File: src/rtl/morse_shift_reg.sv
// Serial symbol emitter: loads a parallel pattern and shifts out LEN bits on
// SHIFT_EN strobes, pulsing DONE once the last bit has been presented on Q.
module morse_shift_reg #(
  parameter int WIDTH      = 8,
  parameter bit MSB_FIRST  = 1'b1,
  parameter bit IDLE_LEVEL = 1'b0,
  parameter bit FILL_BIT   = 1'b0,
  localparam int LW        = $clog2(WIDTH + 1)
) (
  input  logic             CLK,
  input  logic             RST_N,
  input  logic             LOAD,
  input  logic [WIDTH-1:0] D,
  input  logic [LW-1:0]    LEN,
  input  logic             SHIFT_EN,
  output logic             Q,
  output logic [WIDTH-1:0] PAR_Q,
  output logic             BUSY,
  output logic             DONE,
  output logic [LW-1:0]    REMAIN
);

  localparam logic [LW-1:0] WIDTH_L = LW'(WIDTH);
  localparam logic [LW-1:0] ONE_L   = LW'(1);

  typedef enum logic {IDLE, SHIFT} state_t;

  state_t           state_q, state_d;
  logic [WIDTH-1:0] sreg_q, sreg_d;
  logic [LW-1:0]    remain_q, remain_d;
  logic             q_q, q_d;
  logic             done_q, done_d;

  // Saturate requested length to the register width; REMAIN never wraps.
  function automatic logic [LW-1:0] clamp_len(input logic [LW-1:0] len);
    if (len > WIDTH_L) return WIDTH_L;
    return len;
  endfunction

  function automatic logic [WIDTH-1:0] shift_once(input logic [WIDTH-1:0] v);
    if (MSB_FIRST) return {v[WIDTH-2:0], FILL_BIT};
    return {FILL_BIT, v[WIDTH-1:1]};
  endfunction

  function automatic logic out_bit(input logic [WIDTH-1:0] v);
    if (MSB_FIRST) return v[WIDTH-1];
    return v[0];
  endfunction

  always_ff @(posedge CLK) begin
    if (!RST_N) begin
      state_q  <= IDLE;
      sreg_q   <= '0;
      remain_q <= '0;
      q_q      <= IDLE_LEVEL;
      done_q   <= 1'b0;
    end else begin
      state_q  <= state_d;
      sreg_q   <= sreg_d;
      remain_q <= remain_d;
      q_q      <= q_d;
      done_q   <= done_d;
    end
  end

  // LOAD wins over SHIFT_EN; a load mid-emission restarts without a DONE.
  always_comb begin
    state_d  = state_q;
    sreg_d   = sreg_q;
    remain_d = remain_q;
    q_d      = q_q;
    done_d   = 1'b0;
    if (LOAD) begin
      sreg_d   = D;
      remain_d = clamp_len(LEN);
      if (remain_d != '0) begin
        state_d = SHIFT;
        q_d     = out_bit(D);
      end else begin
        state_d = IDLE;
        q_d     = IDLE_LEVEL;
        done_d  = 1'b1;
      end
    end else if (state_q == SHIFT && SHIFT_EN) begin
      sreg_d   = shift_once(sreg_q);
      remain_d = remain_q - ONE_L;
      if (remain_q == ONE_L) begin
        state_d = IDLE;
        q_d     = IDLE_LEVEL;
        done_d  = 1'b1;
      end else begin
        q_d = out_bit(sreg_d);
      end
    end
  end

  assign Q      = q_q;
  assign PAR_Q  = sreg_q;
  assign BUSY   = (state_q == SHIFT);
  assign DONE   = done_q;
  assign REMAIN = remain_q;

endmodule

File: config.mk
export PLATFORM = sky130hd
export DESIGN_NAME = morse_shift_reg
export DESIGN_NICKNAME = d
export VERILOG_FILES = /design/src/rtl/morse_shift_reg.sv
export SDC_FILE = /design/constraint.sdc
export NUM_CORES = 1
export LEC_CHECK = 0
export BUFFER_PORTS_ARGS = -buffer_cell sky130_fd_sc_hd__buf_2
export CORE_MARGIN = 2
export CORE_UTILIZATION = 30
export DETAILED_ROUTE_END_ITERATION = 16
export PLACE_DENSITY = 0.54
export REMOVE_ABC_BUFFERS = 1
export SYNTH_ARGS = -nofsm -noshare
export SYNTH_HDL_FRONTEND = slang
export SYNTH_SLANG_ARGS = --single-unit
File: constraint.sdc
create_clock -name CLK -period 1.7 [get_ports CLK]
set_input_delay 0.17 -clock CLK [delete_from_list [all_inputs] [get_ports CLK]]
set_output_delay 0.17 -clock CLK [all_outputs]
set_load 0.01 [all_outputs]
==> results of run 1 <==
area by class of cell:
cell class / count / area, um^2
Fill cell: 293 / 1670
Multi-Input combinational cell: 59 / 479
Sequential cell: 15 / 300
Timing Repair Buffer: 31 / 158
Tap cell: 31 / 38.8
Clock buffer: 4 / 26.3
Inverter: 4 / 15.0
cell families (layout without fill, tap and decap cells):
family	Yosys count	in the layout
compound gates	23	23
xor+xnor	1	1
fa+ha+maj	2	2
buf+inv	9	39
flops	15	15
mux	7	7
simple gates	26	26
layout by cell type, fill, tap and decap left out, types with 2 or more instances in the layout:
cell type | synthesis | layout
o211a_1 | 9 | 9
nand2_1 | 5 | 5
dfxtp_1 | 15 | 15
o21a_1 | 3 | 3
nor2_1 | 2 | 2
clkbuf_4 | 0 | 3
mux2_4 | 2 | 2
mux2_2 | 5 | 5
ha_1 | 2 | 2
nand2b_1 | 8 | 8
inv_1 | 4 | 4
buf_2 | 1 | 30
worst min-delay path, cell delays in order:
cell and delay, ns:
buf_2 0.09, nand2_1 0.05, a21boi_0 0.07
power breakdown:
part	internal [mW]	leakage [nW]	switching (mW)
combinational	0.0896	0.413	0.0789
sequential	0.376	0.124	0.0208
clock	0.0909	0.0150	0.115
total	0.556	0.552	0.215
synthesized netlist by cell type (2+ instances only):
master and count:
buf_6 2, clkbuf_1 2, dfxtp_1 15, ha_1 2, inv_1 4, mux2_2 5, mux2_4 2, nand2_1 5
nand2b_1 8, nor2_1 2, o211a_1 9, o21a_1 3
worst max path at each step:
stage                     slack, ns   endpoint  cells after the start
after floorplan                0.42  REMAIN[3]                      3
after global placement         0.40   PAR_Q[7]                      3
after detailed placement       0.38       BUSY                      5
after CTS                      0.37       BUSY                      5
after global routing           0.26       BUSY                      5
final                          0.40       BUSY                      5
through the flow:
stage	cell area, um^2	cells
after floorplan	795	78
after global placement	991	140
after detailed placement	991	140
after CTS	1020	144
after global routing	1020	144
final	1020	144
metal layers:
layer	vias up	part of all wire (%)	GRT usage, %
met2	24	47	20.4
met5	-	0	0
met4	0	0	4.08
li1	361	-	-
met1	348	46	14.8
met3	0	7.5	4.15
sequential cells by signal, summed over array words and instances, names as in the netlist:
register / count
PAR_Q: 8
Q: 1
DONE: 1
REMAIN: 4
BUSY: 1
==> results.py, run 1 <==
metrics = {
    "drt": {
        "dr.pass1.iters": 4,
        "drt_iter0_markers": 5,
        "num_vias": 733,
        "wire_per_inst_um": 12.6,
        "routed_wirelength_mm": 1.82,
        "viasPerCell": 5.09,
        "ant_nets": 0,
        "drc_errors": 0,
    },
    "die": {
        "initial_core_util_pct": 30.9,
        "die-area_um2": 3200,
        "num_io_pins": 31,
        "die_x_um": 56.6,
        "rows": 19,
        "core_um2": 2690,
        "die_h_um": 56.6,
    },
    "power": {
        "vdd_drop_max_uv": 315,
        "p_leak_nw": 0.552,
        "p_per_area_nw_per_um2": 758,
        "total_power_mw": 0.771,
    },
    "sta": {
        "fin_crit_ns": 1.30,
        "tightest_slew_ns": 0.487,
        "fin_worst_skew_ns": 0.00454,
        "worst_slack_ns": 0.395,
        "fin_hold_ws_ns": 0.144,
        "max_freq_mhz": 766,
        "rsz0062_at_grt": "false",
        "slew_viol_final": 0,
        "hold_violations": 0,
        "fin_crit_sh_pct": 76.8,
        "finalSetupViolCount": 0,
        "relSlewSlack_pct": 67.5,
        "finalSetupTns_ns": 0,
    },
    "worst_setup_path": {
        "worstPathArrival_ns": 1.49,
        "start_kind": "register",
        "slowest_stage": "dfxtp_1",
        "critPathTopFamily": "simple AND/OR/NAND/NOR gates",
        "cp.required_ns": 1.88,
        "cp_max_fo": 4,
        "endpoint_kind": "register",
        "startpoint": "REMAIN[1]",
        "rrSetupSlack_ns": 0.40,
        "path_buf_inv": 1,
        "reg2reg_depth": 5,
        "rr_endpoint": "BUSY",
        "crit_type": "reg2reg",
        "r2r-start": "REMAIN[1]",
        "crit_path_cell_trace": "inv_1 -> ha_1 -> nor3b_1 -> nand2_1 -> a41o_1",
        "max_stage_delay_ns": 0.34,
    },
    "clock_tree": {
        "htreeDepth": 1,
        "path_clk_slew_ns": 0.09,
        "ctsHoldBuffers": 0,
        "cts.repair.resized": 0,
        "clock-sinks": 15,
        "clk_path_buf_depth": 2,
        "insertion_delay_ns": 0.28,
        "root_buffer": "clkbuf_4",
        "postCtsSetupBuffers": 0,
        "cts_tree": "yes",
        "cts_buffers": 3,
    },
    "logic_synthesis": {
        "synth_cells": 83,
        "synth-seq-cells": 15,
        "synth_area_per_cell_um2": 9.99,
        "synth_mux_area_share_pct": 10.4,
        "ys_warn_count": 0,
        "yosys.area_share.simple_pct": 19.2,
        "synth_area_leader_cell": "dfxtp_1",
        "synth_area_um2": 830,
        "synth.area.top_cells": "dfxtp_1, o211a_1, mux2_2",
        "synth_edf_count": 0,
        "yosys.area_share.xor_xnor_pct": 1.06,
        "yosysSeqAreaShare_pct": 36.2,
        "synthArstFlopShare_pct": 0,
        "yosysUniqueCellTypes": 36,
        "synth_compound_area_share_pct": 24.1,
        "synth_top_family_by_area": "compound AO/OA/AOI/OAI gates",
        "synthAdderAreaFrac_pct": 3.02,
        "synth_top_area_share_pct": 36.2,
        "ys.flop_type": "dfxtp_1",
    },
    "global_route": {
        "grt_overflow_total": 0,
        "antenna_found_initial": 0,
        "grt_pass1_vias": 730,
        "grt_max_degree": 31,
        "grt_pass1_wl_mm": 3.15,
        "track_usage_pct": 12.3,
    },
    "min_path": {
        "hp-class": "in2reg",
        "hold_end": "PAR_Q[0]",
        "whs_path_depth": 3,
        "hp-start": "D[0]",
    },
    "placement": {
        "place_ws_ns": 0.378,
        "numPortBuffers": 30,
        "place.gp.congestion": 0.743,
        "hpwl_mm": 1.36,
    },
    "status": {
        "status": "finished clean",
    },
    "finish": {
        "area_delta_synth_final_pct": 22.6,
        "fin_nets": 132,
        "n_antenna_cell": 0,
        "layout-drive-gt1-share_pct": 41.6,
        "post-route-util_pct": 37.9,
    },
    "flow_run": {
        "cap_viol_max_count": 0,
    },
}
(Power assumes the default switching activity.)
==> inputs of run 2 (changes only) <==
==> constraint.sdc (replaced) <==
create_clock -name CLK -period 1.25 [get_ports CLK]
set_input_delay 0.125 -clock CLK [delete_from_list [all_inputs] [get_ports CLK]]
set_output_delay 0.125 -clock CLK [all_outputs]
set_load 0.01 [all_outputs]
==> results.py, run 2 (synthesized netlist as in run 1, its figures left out) <==
metrics = {
    "power": {
        "vdd_drop_max_uv": 477,
        "switching_share_pct": 28.1,
        "p_leak_nw": 0.586,
        "seqPwrFrac_pct": 50.0,
        "switching_power_mw": 0.302,
        "internal_power_mw": 0.774,
        "p_per_area_nw_per_um2": 996,
        "p_comb_share_pct": 23.9,
        "power_frac_clock_pct": 26.1,
    },
    "worst_setup_path": {
        "max_stage_delay_ns": 0.37,
        "critPathTopFamily": "compound AO/OA/AOI/OAI gates",
        "rr_endpoint": "REMAIN[3]",
        "crit_path_cell_trace": "or3_4 -> o21a_1 -> o311a_1",
        "worst-path-stages": 3,
        "crit_type": "reg2reg",
        "r2r-start": "REMAIN[1]",
        "path_buf_inv": 0,
        "startpoint": "REMAIN[1]",
        "reg2reg_depth": 3,
        "slowest_stage": "dfxtp_4",
        "worstPathArrival_ns": 1.45,
        "cp.required_ns": 1.42,
        "start_kind": "register",
        "cp_max_fo": 4,
        "endpoint_kind": "register",
        "rrSetupSlack_ns": -0.03,
        "critical_path.endpoint": "REMAIN[3]",
    },
    "global_route": {
        "antenna_found_initial": 0,
        "grt_overflow_total": 0,
        "grt_pass1_wl_mm": 3.14,
        "grtUsageMet2_pct": 20.1,
        "grtUsageMet1_pct": 16.2,
        "track_usage_pct": 12.6,
        "top_usage_layer": "met2",
        "grt_pass1_vias": 694,
        "grt_max_degree": 20,
        "met3_usage_pct": 3.69,
    },
    "drt": {
        "drt_iter0_markers": 10,
        "ant_nets": 0,
        "viasPerCell": 4.95,
        "num_vias": 743,
        "drc_errors": 0,
        "dr.pass1.iters": 4,
        "wire_per_inst_um": 13.0,
        "routed_wirelength_mm": 1.96,
    },
    "status": {
        "violations": "setup timing",
        "status": "finished with violations",
    },
    "sta": {
        "hold_violations": 0,
        "max_freq_mhz": 781,
        "slew_viol_final": 0,
        "fin_worst_skew_ns": 0.00323,
        "fin_crit_ns": 1.28,
        "relSlewSlack_pct": 77.8,
        "finalSetupViolCount": 1,
        "worst_slack_ns": -0.0299,
        "rsz0062_at_grt": "true",
        "fin_crit_sh_pct": 102,
        "tightest_slew_ns": 0.333,
    },
    "die": {
        "rows": 19,
        "die_x_um": 56.6,
        "die_h_um": 56.6,
        "die-area_um2": 3200,
        "core_um2": 2690,
        "initial_core_util_pct": 30.9,
        "num_io_pins": 31,
    },
    "placement": {
        "place_ws_ns": -0.0243,
        "dp.cells": 146,
        "place.gp.congestion": 0.730,
        "numPortBuffers": 30,
        "place_area_um2": 1040,
        "hpwl_mm": 1.45,
    },
    "clock_tree": {
        "ctsHoldBuffers": 0,
        "clk_path_buf_depth": 2,
        "cts_tree": "yes",
        "postCtsSetupBuffers": 0,
        "root_buffer": "clkbuf_4",
        "insertion_delay_ns": 0.28,
        "clock-sinks": 15,
        "path_clk_slew_ns": 0.09,
        "cts_buffers": 3,
        "htreeDepth": 1,
    },
    "finish": {
        "layout_common_cells": "buf_2, dfxtp_1, o211a_1",
        "multi_input_area_um2": 493,
        "fin_cells": 150,
        "post-route-util_pct": 40.2,
        "area_delta_synth_final_pct": 30.3,
        "mostFrequentLayoutCell": "buf_2",
        "layout-drive-gt1-share_pct": 49.6,
        "fin_nets": 138,
        "final_area_um2": 1080,
        "n_fill_cell": 302,
        "largest_reg_flops": 8,
        "area.sequential_um2": 305,
        "n_antenna_cell": 0,
    },
    "min_path": {
        "hp-class": "in2reg",
        "hp-start": "D[0]",
    },
    "flow_run": {
        "cap_viol_max_count": 0,
    },
}
## run 2: layout make-up
type	count	share of cell area (%)
multi-input cells	59	45.6
flip-flops and latches	15	28.2
inverters	4	1.39
well taps	31	3.59
clock buffers	4	2.43
repair buffers	37	18.7
## run 2: how the worst min path moves through the flow
stage	cells after the start	endpoint
3_3_place_gp	3	PAR_Q[0]
3_5_place_dp	3	PAR_Q[0]
6_report	3	PAR_Q[0]
4_1_cts	3	PAR_Q[0]
2_1_floorplan	1	REMAIN[1]
5_1_grt	3	PAR_Q[0]
## run 2: repair_timing
item,in CTS,in global routing
pin swaps,0,1
resized for setup,3,4
hold endpoints to repair,0,0
setup endpoints to repair,3,4
## run 2: tightest hold or removal path, stage by stage
cell,delay [ns]
buf_2,0.10
nand2_1,0.06
a21boi_0,0.06
## run 2: per-stage QoR
stage / setup TNS (ns) / hold WS (ns) / total power, mW
after floorplan: -0.0494 / 0.243 / 0.681
after global placement: -0.00317 / 0.391 / 0.798
after detailed placement: -0.0391 / 0.400 / 0.803
after CTS: -0.0242 / 0.101 / 1.09
after global routing: -0.0644 / 0.129 / 1.15
final: -0.0299 / 0.110 / 1.08
## run 2: power by group through the flow
stage                     Combinational [mW]  Clock, mW  Sequential, mW
after floorplan                        0.119          0           0.563
after global placement                 0.251          0           0.546
after detailed placement               0.254          0           0.549
after CTS                              0.257      0.296           0.539
after global routing                   0.283      0.322           0.543
final                                  0.258      0.281           0.538
## run 2: layer usage
| layer | routed length, um | up-vias |
|---|---|---|
| met1 | 901 | 343 |
| met2 | 907 | 24 |
| li1 | - | 376 |
| met3 | 147 | 0 |
| met4 | 0 | 0 |
| met5 | 0 | - |
